==> config.mk <==
export PLATFORM = sky130hd
export DESIGN_NAME = dsp_pipe_ctrl
export DESIGN_NICKNAME = d
export VERILOG_FILES = /design/src/rtl/dsp_pipe_ctrl.sv
export SDC_FILE = /design/constraint.sdc
export NUM_CORES = 1
export LEC_CHECK = 0
export CAP_MARGIN = 0
export CORE_MARGIN = 10
export CORE_UTILIZATION = 35
export DETAILED_ROUTE_END_ITERATION = 6
export GPL_TIMING_DRIVEN = 0
export PLACE_DENSITY = 0.68
export REMOVE_ABC_BUFFERS = 1
export SYNTH_ARGS = -nofsm -noshare
export SYNTH_HDL_FRONTEND = slang
export SYNTH_SLANG_ARGS = --single-unit
==> constraint.sdc <==
create_clock -name clk -period 1.7 [get_ports clk]
set_input_delay 0.34 -clock clk [delete_from_list [all_inputs] [get_ports clk]]
set_output_delay 0.34 -clock clk [all_outputs]
set_load 0.01 [all_outputs]
==> src/rtl/dsp_pipe_ctrl.sv <==
// Pipeline controller for the DSP48A1 datapath: per-stage CE/sel/srst generation,
// valid tracking through the registered stages, handshakes, stalls and flush.
module dsp_pipe_ctrl #(
    parameter int                NSTG   = 5,
    parameter logic [NSTG-1:0]   REG_EN = 5'b11111
) (
    input  logic                            clk,
    input  logic                            rst,
    input  logic                            in_valid,
    output logic                            in_ready,
    output logic                            out_valid,
    input  logic                            out_ready,
    input  logic                            flush,
    output logic [NSTG-1:0]                 ce,
    output logic [NSTG-1:0]                 sel,
    output logic                            srst,
    output logic [$clog2(NSTG+1)-1:0]       occupancy,
    output logic                            busy
);

    function automatic int popcnt(input logic [NSTG-1:0] m);
        int c;
        c = 0;
        for (int i = 0; i < NSTG; i++) c += int'(m[i]);
        return c;
    endfunction

    localparam int L  = popcnt(REG_EN);
    localparam int LV = (L > 0) ? L : 1;
    localparam int OW = $clog2(NSTG+1);

    localparam logic [1:0] ST_RUN   = 2'd0;
    localparam logic [1:0] ST_FLUSH = 2'd1;
    localparam logic [1:0] ST_CLEAR = 2'd2;

    logic [1:0]    state_q, state_d;
    logic          srst_q, srst_d;
    logic [LV-1:0] v_q, v_d;
    logic          advance;
    logic          run;

    assign run  = (state_q == ST_RUN);
    assign busy = ~run;
    assign srst = srst_q;
    assign sel  = REG_EN;

    genvar gi;
    generate
        for (gi = 0; gi < NSTG; gi++) begin : g_ce
            assign ce[gi] = advance & REG_EN[gi];
        end

        if (L > 0) begin : g_track
            logic accept;
            assign out_valid = v_q[LV-1];
            assign advance   = ~out_valid | out_ready;
            assign in_ready  = advance & run;
            assign accept    = in_valid & in_ready;

            // One valid bit per registered stage; the whole chain moves together.
            always_comb begin
                v_d = v_q;
                if (advance) begin
                    for (int i = LV-1; i > 0; i--) v_d[i] = v_q[i-1];
                    v_d[0] = accept;
                end
            end

            always_comb begin
                occupancy = '0;
                for (int i = 0; i < LV; i++) occupancy = occupancy + OW'(v_q[i]);
            end
        end else begin : g_comb
            // Fully bypassed datapath: output is combinational from the input.
            assign out_valid = in_valid & run;
            assign advance   = ~out_valid | out_ready;
            assign in_ready  = out_ready & run;
            assign occupancy = '0;
            always_comb v_d = '0;
        end
    endgenerate

    always_comb begin
        state_d = state_q;
        case (state_q)
            ST_RUN:   if (flush)       state_d = ST_FLUSH;
            ST_FLUSH: if (v_q == '0)   state_d = ST_CLEAR;
            ST_CLEAR:                  state_d = ST_RUN;
            default:                   state_d = ST_RUN;
        endcase
        srst_d = (state_d == ST_CLEAR);
    end

    always_ff @(posedge clk or posedge rst) begin
        if (rst) begin
            state_q <= ST_RUN;
            srst_q  <= 1'b0;
            v_q     <= '0;
        end else begin
            state_q <= state_d;
            srst_q  <= srst_d;
            v_q     <= v_d;
        end
    end

endmodule

== Word level (Yosys, flattened, before mapping) ==
Cells that the tools add are included.
Cells by class
  add/subtract/negate cells: 4
  eq/ne operators: 2
  multiplexer cells: 3
  bitwise logic cells: 5
  reductions and logical operators: 2
Operator list (number)
  3-bit by 1-bit adder with 3-bit output: 2
  5-bit zero test: 1
  2-bit 2-to-1 mux: 2
  2-bit case mux with 2 select lines: 1
  2-bit by 1-bit adder with 3-bit output: 1
  1-bit by 1-bit adder with 2-bit output: 1
  1-bit bitwise AND: 2
  2-bit by 1-bit equality test with 1-bit output, second input constant: 1
  2-bit equality test, second input constant: 1
  2-bit zero test: 1
  1-bit inverter: 2
  1-bit bitwise OR: 1
Word-level totals
  register bits after elaboration: 8
  input bits: 5
  logic and storage cells: 19

== Longest topological paths before layout ==
  depth in word-level cells: 4
  mapped depth: 4
  depth with buffers taken out: 4

== Worst setup path before layout ==
No wires, ideal clock.
  kind: reg-to-output
  start: register v_q[0]
  end: output occupancy[1]
  arrival time: 1.546 ns
  slack: -0.186 ns
  cell stages (with the launch flop): 4
  path buffers: 0
  cells stage by stage: dfrtp_1 fa_1 fa_1 ha_1
Between the ends
  word-level cells in the longest chain between the ends: 4
Ends and longest elaborated chain
  from (decl): RTL line 38  | logic [LV-1:0] v_q, v_d;
  from (signal assigned): RTL line 102  | v_q <= v_d;
  1-bit by 1-bit adder with 2-bit output: RTL line 71  | for (int i = 0; i < LV; i++) occupancy = occupancy + OW'(v_q[i]);
  2-bit by 1-bit adder with 3-bit output: RTL line 71
  3-bit by 1-bit adder with 3-bit output (2 in a row): RTL line 71
  to (decl): RTL line 17  | output logic [$clog2(NSTG+1)-1:0] occupancy,
No other way between the ends.

== Worst setup path after layout ==
  start: register v_q[1]
  end: output occupancy[1]
Same word-level chain as after synthesis.

==> metrics.log <==
[metrics] die outline area: approximately 3300 sq um
[metrics] type of the tightest min-delay check: input pin to async pin
[metrics] post-synthesis cell count: 41
[metrics] vias in the first global route: roughly 350
[metrics] Post-synth EDFFs: 0
[metrics] post-synth design cell area: 494.2 sq um
[metrics] CTS tree: done
[metrics] layout-stage area growth over the synthesis result: 46.33%
[metrics] area of all placed cells without fillers: between 700 and 800 sq um
[metrics] share of cells above drive strength 1: roughly a third
[metrics] global-route wire length before repair: 1794 um
[metrics] proportion of synthesized chip area in sequential cells: 40.51%
[metrics] placeable core area: ~1300 sq um
[metrics] Iter 0 DRT Violations: 0
[metrics] crit path launch type: register
[metrics] most used flip-flop cell after synthesis: dfrtp_1
[metrics] Clock Path Buffers: 2
[metrics] smallest setup slack after layout: -551.0 ps
[metrics] total detailed-routing wirelength: 1116 um
[metrics] Power per Cell Area: between 1500 and 2000 nW/um^2
[metrics] Clock Latency Late Sink: approximately 250 ps
[metrics] number of clock buffers inserted by TritonCTS: 3
[metrics] drc violations: 0
[metrics] number of fill cells in the layout: just over 100
[metrics] count of unique library cells instantiated by Yosys: 17
[metrics] setup slack at placement: -756.3 ps
[metrics] critical-path maximum fanout: 2
[metrics] number of clock sinks seen by CTS: 8
[metrics] final max-slew violation count: 0
[metrics] reported leakage power: approximately 0.00038 uW
[metrics] NumNets Final: 70
[metrics] count of standard-cell rows: 13
[metrics] Buffers on Ports: 16
[metrics] Min Clock Period, post-route: 2251 ps
[metrics] Final Skew: between 0.2 and 0.3 ps
[metrics] placed instance area: around 600 sq um
[metrics] detail-routed net length per standard cell: between 15 and 20 um
[metrics] IO Count: 22
[metrics] Initial DRT Pass Iterations: 1
[metrics] Placer Congestion: 0.7067
[metrics] count of final setup violators: 3
[metrics] run status: finished with violations
[metrics] PnR Total Power: approximately 1400 uW
[metrics] die outline width: between 50 and 60 um
[metrics] detailed-route via count: 312
[metrics] GRT overflow: 0
[metrics] pin count of the biggest net entering global routing: 12
[metrics] Reg clk slew, reported paths: around 50 ps
[metrics] number of maximum-capacitance violations: 0
[metrics] initial antenna violation count: 0
[metrics] Final Hold Viols: 0
[metrics] Fin Hold WS: 331.8 ps
[metrics] Chip Height: between 50 and 60 um
[metrics] routed vias/inst: 4.216
[metrics] initial core utilization: 37.51%
[metrics] Worst path max stage delay: 500 ps
[metrics] post-layout instance count excluding filler cells: between 70 and 80
[metrics] mean instance size in the synthesized netlist: about 12 sq um
[metrics] n_diodes: 0
[metrics] number of nets with antenna violations after routing: 0
[metrics] list of cells traversed by the critical path: fa_1 > fa_2 > ha_4 > buf_6
[metrics] timing-limited maximum frequency: about 440 MHz
[metrics] fin crit share: 132.4%
[metrics] violated checks: negative setup slack
[metrics] number of H-tree levels: 1
[metrics] Max IR drop VDD: about 0.00094 V
[metrics] required time of the worst setup path: ~1400 ps
[metrics] Clk Tree Root Cell: clkbuf_4
[metrics] Overall Global Routing Usage: under 10%
[metrics] Critical path buffers and inverters: 1
[metrics] critical path's top delay family: adder cells
[metrics] worst setup path class: register to output pin
[metrics] yosys warns: 0
[metrics] kind of end point of the critical path: output pin
[metrics] sum of net half-perimeters after detailed placement: between 700 and 800 um
[metrics] async set or reset register ratio after synthesis: 100.0%
[metrics] setup repair after global routing missed its margin: yes
[metrics] placed cell count: 65
[metrics] library cell contributing the largest single delay on the critical path: fa_1
[metrics] register bit total from synthesis: 8
[metrics] Crit path arrival time: around 1900 ps
[layer usage]
layer	track usage [%]	routed length, um	vias up
li1	-	-	152
met1	7.214	422	144
met2	10.74	582	14
met3	4.204	83	2
met4	6.040	27	0
met5	0	0	-
[flip-flops by register name, indices dropped and copies added (netlist names)]
name and cells:
state_q 2, v_q 5, srst 1
[layout make-up]
cell class	count	area (sq um)	area share, %
clock buffers	3	22.52	3.114
inverters	3	11.26	1.557
multi-input cells	23	234.0	32.35
flip-flops and latches	8	201.4	27.85
well taps	15	18.77	2.595
repair buffers	22	235.2	32.53
[Yosys cell counts (2+ instances only)]
master | count | area (sq um)
and3b_1 | 2 | 17.52
buf_4 | 10 | 75.07
dfrtp_1 | 8 | 200.2
fa_1 | 2 | 40.04
ha_1 | 2 | 25.02
inv_1 | 3 | 11.26
mux2_4 | 2 | 30.03
mux2i_1 | 2 | 20.02
nand2b_1 | 2 | 12.51
[worst reg2reg max path: stages (launching register included)]
cell     delay [ps]
dfrtp_1         410
buf_4           140
buf_4           130
inv_1            70
ha_1            140
nor4b_2         280
and3b_1         200
[cells in the final DEF, fill, tap and decap left out]
| master | instances |
|---|---|
| nand2b_1 | 1 |
| inv_1 | 3 |
| clkbuf_4 | 3 |
| buf_12 | 1 |
| ha_1 | 1 |
| a211oi_1 | 1 |
| nor4b_2 | 1 |
| or2_1 | 1 |
| or3b_1 | 1 |
| dlymetal6s2s_1 | 6 |
| clkdlybuf4s50_1 | 6 |
| dlygate4sd2_1 | 1 |
| nor2b_1 | 1 |
| fa_1 | 1 |
| mux2_4 | 2 |
| ha_4 | 1 |
| buf_4 | 5 |
| nor2_1 | 1 |
| buf_6 | 3 |
| dfrtp_1 | 7 |
| fa_2 | 1 |
| and3b_1 | 2 |
| mux2i_1 | 2 |
| nand2b_4 | 1 |
| dfrtp_2 | 1 |
| conb_1 | 5 |
[report_power, final]
part / switching, uW / leakage [uW] / internal, uW
clock: 63.1 / 0.0000138 / 80.7
sequential: 98.3 / 0.000102 / 272
combinational: 351 / 0.000264 / 550
total: 512 / 0.000380 / 903
[cells by family (layout without fill, tap and decap cells)]
| kind of cell | after synthesis | in the layout | synth area share, % |
|---|---|---|---|
| buffers and inverters | 14 | 28 | 19.75 |
| and+or+nand+nor | 9 | 9 | 14.18 |
| DFF | 8 | 8 | 40.51 |
| adders and majority gates | 4 | 4 | 13.16 |
| muxes | 4 | 4 | 10.13 |
| other | 1 | 5 | 0.7588 |
| AOI/OAI and AO/OA | 1 | 1 | 1.520 |
[metrics by stage]
stage	utilization, %	setup TNS [ps]
after global placement	45.68	-4638
after detailed placement	45.68	-4974
after global routing	54.89	-1673
final	54.89	-1453
after floorplan	-	-305.7
after CTS	49.48	-3314
[timing repair]
action / CTS / global route
setup buffers: 1 / 5
cloned: 0 / 0
pin swaps: 1 / 0
gates resized for setup: 20 / 8
endpoints found under the setup margin: 10 / 9
hold buffers: 0 / 0
[final timing paths]
kind	endpoint	slack [ps]	start	cells past startpoint
min	srst	330	rst	2
max	occupancy[1]	-550	v_q[1]	4
max reg2reg	srst	280	v_q[1]	6
max in group asynchronous	v_q[4]	1120	rst	2
min in group clk	state_q[0]	480	state_q[1]	1
min reg2reg	state_q[0]	480	state_q[1]	1
No activity file was read; power rests on OpenSTA's default activity.
